--- src/rtl/lsu_pkg.sv ---
// Shared types and constants for the byte-serial load/store unit.
package lsu_pkg;

   localparam int DATA_WIDTH = 32;
   localparam int MAX_BEATS  = 4;

   localparam logic [2:0] F3_B  = 3'b000;
   localparam logic [2:0] F3_H  = 3'b001;
   localparam logic [2:0] F3_W  = 3'b010;
   localparam logic [2:0] F3_BU = 3'b100;
   localparam logic [2:0] F3_HU = 3'b101;

   typedef enum logic [1:0] {
      IDLE   = 2'd0,
      ACCESS = 2'd1,
      DONE   = 2'd2
   } state_t;

   // Zero marks a funct3 that is not a load/store width.
   function automatic logic [2:0] beats_for(input logic [2:0] f3);
      case (f3)
         F3_B, F3_BU: beats_for = 3'd1;
         F3_H, F3_HU: beats_for = 3'd2;
         F3_W:        beats_for = 3'd4;
         default:     beats_for = 3'd0;
      endcase
   endfunction

endpackage

--- src/rtl/lsu_if.sv ---
// Pipeline-side request/response and byte-wide data-memory port.
interface lsu_if;
   import lsu_pkg::*;

   logic                  req_valid_i;
   logic                  req_ready_o;
   logic                  is_store_i;
   logic [2:0]            funct3_i;
   logic [DATA_WIDTH-1:0] addr_i;
   logic [DATA_WIDTH-1:0] wdata_i;
   logic                  resp_valid_o;
   logic [DATA_WIDTH-1:0] rdata_o;
   logic                  err_o;
   logic                  busy_o;
   logic [DATA_WIDTH-1:0] mem_addr_o;
   logic [DATA_WIDTH-1:0] mem_wdata_o;
   logic                  mem_we_o;
   logic [2:0]            mem_funct3_o;
   logic [DATA_WIDTH-1:0] mem_rdata_i;

   modport master (
      output req_valid_i, is_store_i, funct3_i,
      output addr_i, wdata_i, mem_rdata_i,
      input  req_ready_o, resp_valid_o, rdata_o,
      input  err_o, busy_o, mem_addr_o,
      input  mem_wdata_o, mem_we_o, mem_funct3_o
   );

   modport slave (
      input  req_valid_i, is_store_i, funct3_i,
      input  addr_i, wdata_i, mem_rdata_i,
      output req_ready_o, resp_valid_o, rdata_o,
      output err_o, busy_o, mem_addr_o,
      output mem_wdata_o, mem_we_o, mem_funct3_o
   );

endinterface

--- src/rtl/load_extend.sv ---
// Sign/zero extension of an assembled load value by RV32I funct3.
module load_extend
   import lsu_pkg::*;
(
   input  logic [2:0]  funct3,
   input  logic [31:0] raw,
   output logic [31:0] ext
);

   always_comb begin
      ext = '0;
      unique case (1'b1)
         (funct3 == F3_B):  ext = {{24{raw[7]}}, raw[7:0]};
         (funct3 == F3_H):  ext = {{16{raw[15]}}, raw[15:0]};
         (funct3 == F3_W):  ext = raw;
         (funct3 == F3_BU): ext = {24'd0, raw[7:0]};
         (funct3 == F3_HU): ext = {16'd0, raw[15:0]};
         default:           ext = '0;
      endcase
   end

endmodule

--- src/rtl/load_store_unit.sv ---
// Splits RV32I loads/stores into sequential byte beats on a
// byte-only data memory and returns extended load data.
module load_store_unit (
   input logic  clk,
   input logic  rst,
   lsu_if.slave bus
);
   import lsu_pkg::*;

   state_t      state;
   logic [1:0]  beat;
   logic [2:0]  nbeats;
   logic [2:0]  f3;
   logic        store;
   logic [31:0] base;
   logic [31:0] wdata;
   logic [31:0] asm_q;
   logic [31:0] rdata;
   logic        resp;
   logic        err;

   logic [2:0]  req_beats;
   logic        legal;
   logic        last;
   logic        in_access;
   logic        wr_beat;
   logic [7:0]  wbyte;
   logic [31:0] asm_next;
   logic [31:0] ext;
   logic        unused_rdata;

   assign req_beats = beats_for(bus.funct3_i);
   assign legal     = (req_beats != 3'd0) &&
                      !(bus.is_store_i && bus.funct3_i[2]);
   assign last      = ({1'b0, beat} == nbeats - 3'd1);
   assign in_access = (state == ACCESS);
   assign wr_beat   = in_access && store;
   assign wbyte     = wdata[{beat, 3'b000} +: 8];

   // Result as it will look once this beat's byte is captured.
   always_comb begin
      asm_next = asm_q;
      asm_next[{beat, 3'b000} +: 8] = bus.mem_rdata_i[7:0];
   end

   load_extend u_ext (
      .funct3 (f3),
      .raw    (asm_next),
      .ext    (ext)
   );

   assign bus.req_ready_o  = (state == IDLE);
   assign bus.busy_o       = (state != IDLE);
   assign bus.resp_valid_o = resp;
   assign bus.err_o        = err;
   assign bus.rdata_o      = rdata;

   assign bus.mem_we_o     = wr_beat;
   assign bus.mem_addr_o   = in_access ?
                             base + {30'd0, beat} : '0;
   assign bus.mem_wdata_o  = wr_beat ? {24'd0, wbyte} : '0;
   assign bus.mem_funct3_o = wr_beat ? F3_B : F3_BU;

   assign unused_rdata = ^bus.mem_rdata_i[31:8];

   always_ff @(posedge clk) begin
      if (rst) begin
         state  <= IDLE;
         beat   <= 2'd0;
         nbeats <= 3'd0;
         f3     <= 3'd0;
         store  <= 1'b0;
         base   <= '0;
         wdata  <= '0;
         asm_q  <= '0;
         rdata  <= '0;
         resp   <= 1'b0;
         err    <= 1'b0;
      end else begin
         case (state)
            IDLE: begin
               resp <= 1'b0;
               err  <= 1'b0;
               if (bus.req_valid_i) begin
                  base   <= bus.addr_i;
                  wdata  <= bus.wdata_i;
                  f3     <= bus.funct3_i;
                  store  <= bus.is_store_i;
                  nbeats <= req_beats;
                  beat   <= 2'd0;
                  asm_q  <= '0;
                  if (legal) begin
                     state <= ACCESS;
                  end else begin
                     state <= DONE;
                     resp  <= 1'b1;
                     err   <= 1'b1;
                     rdata <= '0;
                  end
               end
            end
            ACCESS: begin
               asm_q <= asm_next;
               beat  <= beat + 2'd1;
               if (last) begin
                  state <= DONE;
                  beat  <= 2'd0;
                  resp  <= 1'b1;
                  rdata <= store ? '0 : ext;
               end
            end
            DONE: begin
               state <= IDLE;
               resp  <= 1'b0;
               err   <= 1'b0;
            end
            default: begin
               state <= IDLE;
               resp  <= 1'b0;
               err   <= 1'b0;
            end
         endcase
      end
   end

endmodule

--- src/flat_wrapper.sv ---
// flat-port wrapper written by rule: the top's interface ports become plain ports
module load_store_unit_flat import lsu_pkg::*;
  (clk, rst, bus_req_valid_i, bus_is_store_i, bus_funct3_i, bus_addr_i, bus_wdata_i, bus_mem_rdata_i, bus_req_ready_o, bus_resp_valid_o, bus_rdata_o, bus_err_o, bus_busy_o, bus_mem_addr_o, bus_mem_wdata_o, bus_mem_we_o, bus_mem_funct3_o);
  lsu_if bus_i ();
  input logic clk;
  input logic rst;
  input wire logic [$bits(bus_i.req_valid_i)-1:0] bus_req_valid_i;
  input wire logic [$bits(bus_i.is_store_i)-1:0] bus_is_store_i;
  input wire logic [$bits(bus_i.funct3_i)-1:0] bus_funct3_i;
  input wire logic [$bits(bus_i.addr_i)-1:0] bus_addr_i;
  input wire logic [$bits(bus_i.wdata_i)-1:0] bus_wdata_i;
  input wire logic [$bits(bus_i.mem_rdata_i)-1:0] bus_mem_rdata_i;
  output wire logic [$bits(bus_i.req_ready_o)-1:0] bus_req_ready_o;
  output wire logic [$bits(bus_i.resp_valid_o)-1:0] bus_resp_valid_o;
  output wire logic [$bits(bus_i.rdata_o)-1:0] bus_rdata_o;
  output wire logic [$bits(bus_i.err_o)-1:0] bus_err_o;
  output wire logic [$bits(bus_i.busy_o)-1:0] bus_busy_o;
  output wire logic [$bits(bus_i.mem_addr_o)-1:0] bus_mem_addr_o;
  output wire logic [$bits(bus_i.mem_wdata_o)-1:0] bus_mem_wdata_o;
  output wire logic [$bits(bus_i.mem_we_o)-1:0] bus_mem_we_o;
  output wire logic [$bits(bus_i.mem_funct3_o)-1:0] bus_mem_funct3_o;
  assign bus_i.req_valid_i = bus_req_valid_i;
  assign bus_i.is_store_i = bus_is_store_i;
  assign bus_i.funct3_i = bus_funct3_i;
  assign bus_i.addr_i = bus_addr_i;
  assign bus_i.wdata_i = bus_wdata_i;
  assign bus_i.mem_rdata_i = bus_mem_rdata_i;
  assign bus_req_ready_o = bus_i.req_ready_o;
  assign bus_resp_valid_o = bus_i.resp_valid_o;
  assign bus_rdata_o = bus_i.rdata_o;
  assign bus_err_o = bus_i.err_o;
  assign bus_busy_o = bus_i.busy_o;
  assign bus_mem_addr_o = bus_i.mem_addr_o;
  assign bus_mem_wdata_o = bus_i.mem_wdata_o;
  assign bus_mem_we_o = bus_i.mem_we_o;
  assign bus_mem_funct3_o = bus_i.mem_funct3_o;
  load_store_unit u_core (.clk(clk), .rst(rst), .bus(bus_i));
endmodule
--- config.mk ---
export PLATFORM = sky130hd
export DESIGN_NAME = load_store_unit_flat
export DESIGN_NICKNAME = d
export VERILOG_FILES = /design/src/rtl/lsu_pkg.sv /design/src/rtl/lsu_if.sv /design/src/rtl/load_extend.sv /design/src/rtl/load_store_unit.sv /design/src/flat_wrapper.sv
export SDC_FILE = /design/constraint.sdc
export NUM_CORES = 1
export LEC_CHECK = 0
export CAP_MARGIN = 20
export CORE_MARGIN = 4
export CORE_UTILIZATION = 43
export DETAILED_ROUTE_END_ITERATION = 10
export PLACE_DENSITY_LB_ADDON = 0.3
export SLEW_MARGIN = 15
export SYNTH_ARGS = -nofsm -noshare
export SYNTH_HDL_FRONTEND = slang
export SYNTH_SLANG_ARGS = --single-unit
--- constraint.sdc ---
create_clock -name clk -period 2.9 [get_ports clk]
set_input_delay 0.725 -clock clk [delete_from_list [all_inputs] [get_ports clk]]
set_output_delay 0.725 -clock clk [all_outputs]
set_load 0.005 [all_outputs]
==> flow_summary.ini <==
[sta]
slew_headroom = 0.516
fin_crit_ns = 3.09
tightest_slew_ns = 0.725
max_freq_mhz = 324
setup_viol = 16
finClkSkew_ns = 0.00930
min_period_over_period = 1.06
hold_viol_final = 0
finalMaxSlewViolations = 0
final.setup.worst_slack_ns = -0.188
rsz0062_at_grt = true
holdWs_ns = 0.452

[placed_design]
dp_hpwl_mm = 13.6
dp_worst_setup_slack_ns = -0.170
numPortBuffers = 156
gp_congestion = 0.875

[clocking]
clock-sinks = 141
numCtsBuffers = 17
path_clk_slew_ns = 0.06
clockBufferDepth = 2
ctsRootBufferMaster = clkbuf_16
ctsHtreeMaxLevel = 4
clock_latency_ns = 0.42
cts_tree = yes
hold_buffers = 0

[worst_setup_path]
cp-start-kind = flip-flop
end_kind = output pin
worst-path-max-fanout = 4
cp.arrival_ns = 2.36
critical_path_required_ns = 2.17
crit_type = reg -> out

[global_route]
grt_pass1_wl_mm = 32.6
antenna_found_initial = 0
grt_pass1_vias = 6472
grt_usage = 0.222
grt_max_degree = 70
grt_overflow = 0

[synth]
synth_top_area_share = 0.412
synth_edf_count = 0
ys_ff_latch = 141
synthTopCellsByArea = dfxtp_1 41%, nand2_1 9.7%, a21oi_1 8.3%, nor2_1 4.7%, a31oi_1 3.3%
ys_seq_area_frac = 0.412
synth_area_sq_um = 6850
synthCells = 880
syn_area_per_cell_sq_um = 7.78
yosys_most_used_dff = dfxtp_1
netlist-cell-type-count = 48
postSynth.asyncResetShare = 0
yosys_warnings = 0
synth_top_area_cell = dfxtp_1

[cells_and_area]
syn_to_final_growth_pct = 41.9
drive_gt1_frac = 0.180
nFillCells = 1337
seq_area_sq_um = 2840
fin_nets = 1183
multiInputGateArea_sq_um = 3880
diodes = 0

[drt]
avgViaCountPerCell = 5.21
wirelength_mm = 20.6
ant_nets = 0
drc = 0
num_vias = 6742
routedWlPerCell_um = 15.9
first_iter_violations = 444
dr.pass1.iters = 5

[die]
dieArea_sq_um = 18000
num_io_pins = 207
rows = 45
start_util = 0.444
core-area_sq_um = 15400
die_y_um = 134
die_width_um = 134

[status]
violations = setup timing
status = complete, but fails checks

[min_path]
min_path_type = reg -> reg

[power]
powerDensity_nw_per_um2 = 490
total_power_mw = 4.77
irDropWorstVdd_mv = 0.502
power.static_leakage_nw = 4.03

[job]
drv_cap = 0
metal layers:
layer | vias to the layer above | track usage | wire [um]
li1 | 3356 | - | -
met1 | 3136 | 0.286 | 8790
met2 | 205 | 0.366 | 9940
met3 | 45 | 0.0420 | 1250
met4 | 0 | 0.0933 | 579
met5 | - | 0 | 0
layout make-up:
cell class / instances / area share
flip-flops and latches: 141 / 0.292
repair buffers: 235 / 0.220
clock buffers: 21 / 0.0474
multi-input cells: 665 / 0.400
inverters: 11 / 0.00425
clock inverters: 11 / 0.00965
well taps: 211 / 0.0272
sequential cells by signal, summed over array words and instances, names as in the netlist:
register                 count
u_core.store                 1
u_core.base                 32
u_core.bus.resp_valid_o      1
u_core.asm_q                32
u_core.bus.err_o             1
u_core.f3                    3
u_core.state                 2
u_core.bus.rdata_o          32
u_core.nbeats                3
u_core.wdata                32
u_core.beat                  2
per-stage QoR:
step | util | TNS [ns] | std cells | cell area, sq um
6_report | 0.630 | -1.64 | 1295 | 9720
5_1_grt | 0.630 | -3.93 | 1295 | 9720
4_1_cts | 0.620 | -1.28 | 1284 | 9560
3_5_place_dp | 0.566 | -1.79 | 1237 | 8730
3_3_place_gp | 0.566 | -1.56 | 1237 | 8730
2_1_floorplan | - | 0 | 905 | 6940
Yosys cell counts (2+ instances only):
cell,n
xnor2_1,19
nand2b_1,3
buf_2,5
nor2b_1,34
and2_1,3
dfxtp_1,141
or2_2,2
nand3b_1,3
nand2_1,177
clkbuf_1,49
nor3b_1,2
a211oi_1,3
nand4_1,7
nor2_1,85
nand3_1,17
o21ai_0,14
a21oi_1,113
buf_1,6
and3_1,11
nor3_1,24
ha_1,8
nor4_1,4
a31oi_1,36
a22oi_1,19
nor4_4,2
or3_1,12
a22o_1,8
buf_4,27
xor2_1,10
mux4_2,8
inv_1,11
critical path: stages (launching register included):
cell and delay [ns]:
dfxtp_2 0.33, nand4_1 0.13, or4_4 0.56, buf_6 0.15, buf_6 0.11, nor4_4 0.27
xnor2_1 0.17, nor2_1 0.06, buf_2 0.15
layout by cell type (no fill, tap or decap), types with 8 or more instances in the layout:
master,instances
xor2_1,10
nor3_1,17
nor2b_1,33
buf_4,60
a31oi_1,36
mux4_2,8
nand2_1,174
inv_1,11
buf_6,19
or3_1,10
clkbuf_16,17
a22o_1,8
xnor2_1,18
a21oi_1,110
nand3_1,13
buf_2,23
dfxtp_1,132
and3_1,11
o21ai_0,13
clkdlybuf4s50_1,117
dlymetal6s2s_1,10
nor2_1,84
a22oi_1,19
conb_1,26
cells by family after synthesis:
family,count (synthesis),share of synthesized area
adders and majority gates,9,0.0175
xor gates and xnor gates,29,0.0371
other,1,0.000547
DFF,141,0.412
buffers and inverters,99,0.0710
muxes,9,0.0278
and+or+nand+nor,395,0.268
AOI/OAI and AO/OA,197,0.166
path summary, 6_finish.rpt:
path,startpoint,endpoint,slack [ns],cells past startpoint
setup / recovery,u_core.base[11]$_SDFFE_PP0P_,bus_mem_addr_o[23],-0.19,8
hold / removal,u_core.wdata[24]$_SDFFE_PP0P_,u_core.wdata[24]$_SDFFE_PP0P_,0.45,2
setup reg to reg,u_core.beat[0]$_SDFFE_PP0P_,u_core.bus.rdata_o[22]$_SDFFE_PP0P_,0.29,9
hold reg to reg,u_core.wdata[24]$_SDFFE_PP0P_,u_core.wdata[24]$_SDFFE_PP0P_,0.45,2
power by group:
group	internal, mW	total [mW]	switching [mW]	leakage (nW)
Sequential	2.02	2.08	0.0610	1.15
Clock	1.22	2.04	0.822	0.276
Combinational	0.283	0.648	0.366	2.60
Total	3.52	4.77	1.25	4.03
timing repair:
action                     in CTS  in global routing
setup endpoints to repair      36                 40
setup buffers                  15                 11
pin swaps                      28                 26
resized for setup             147                 41
Power figures use the tool's default switching activity.
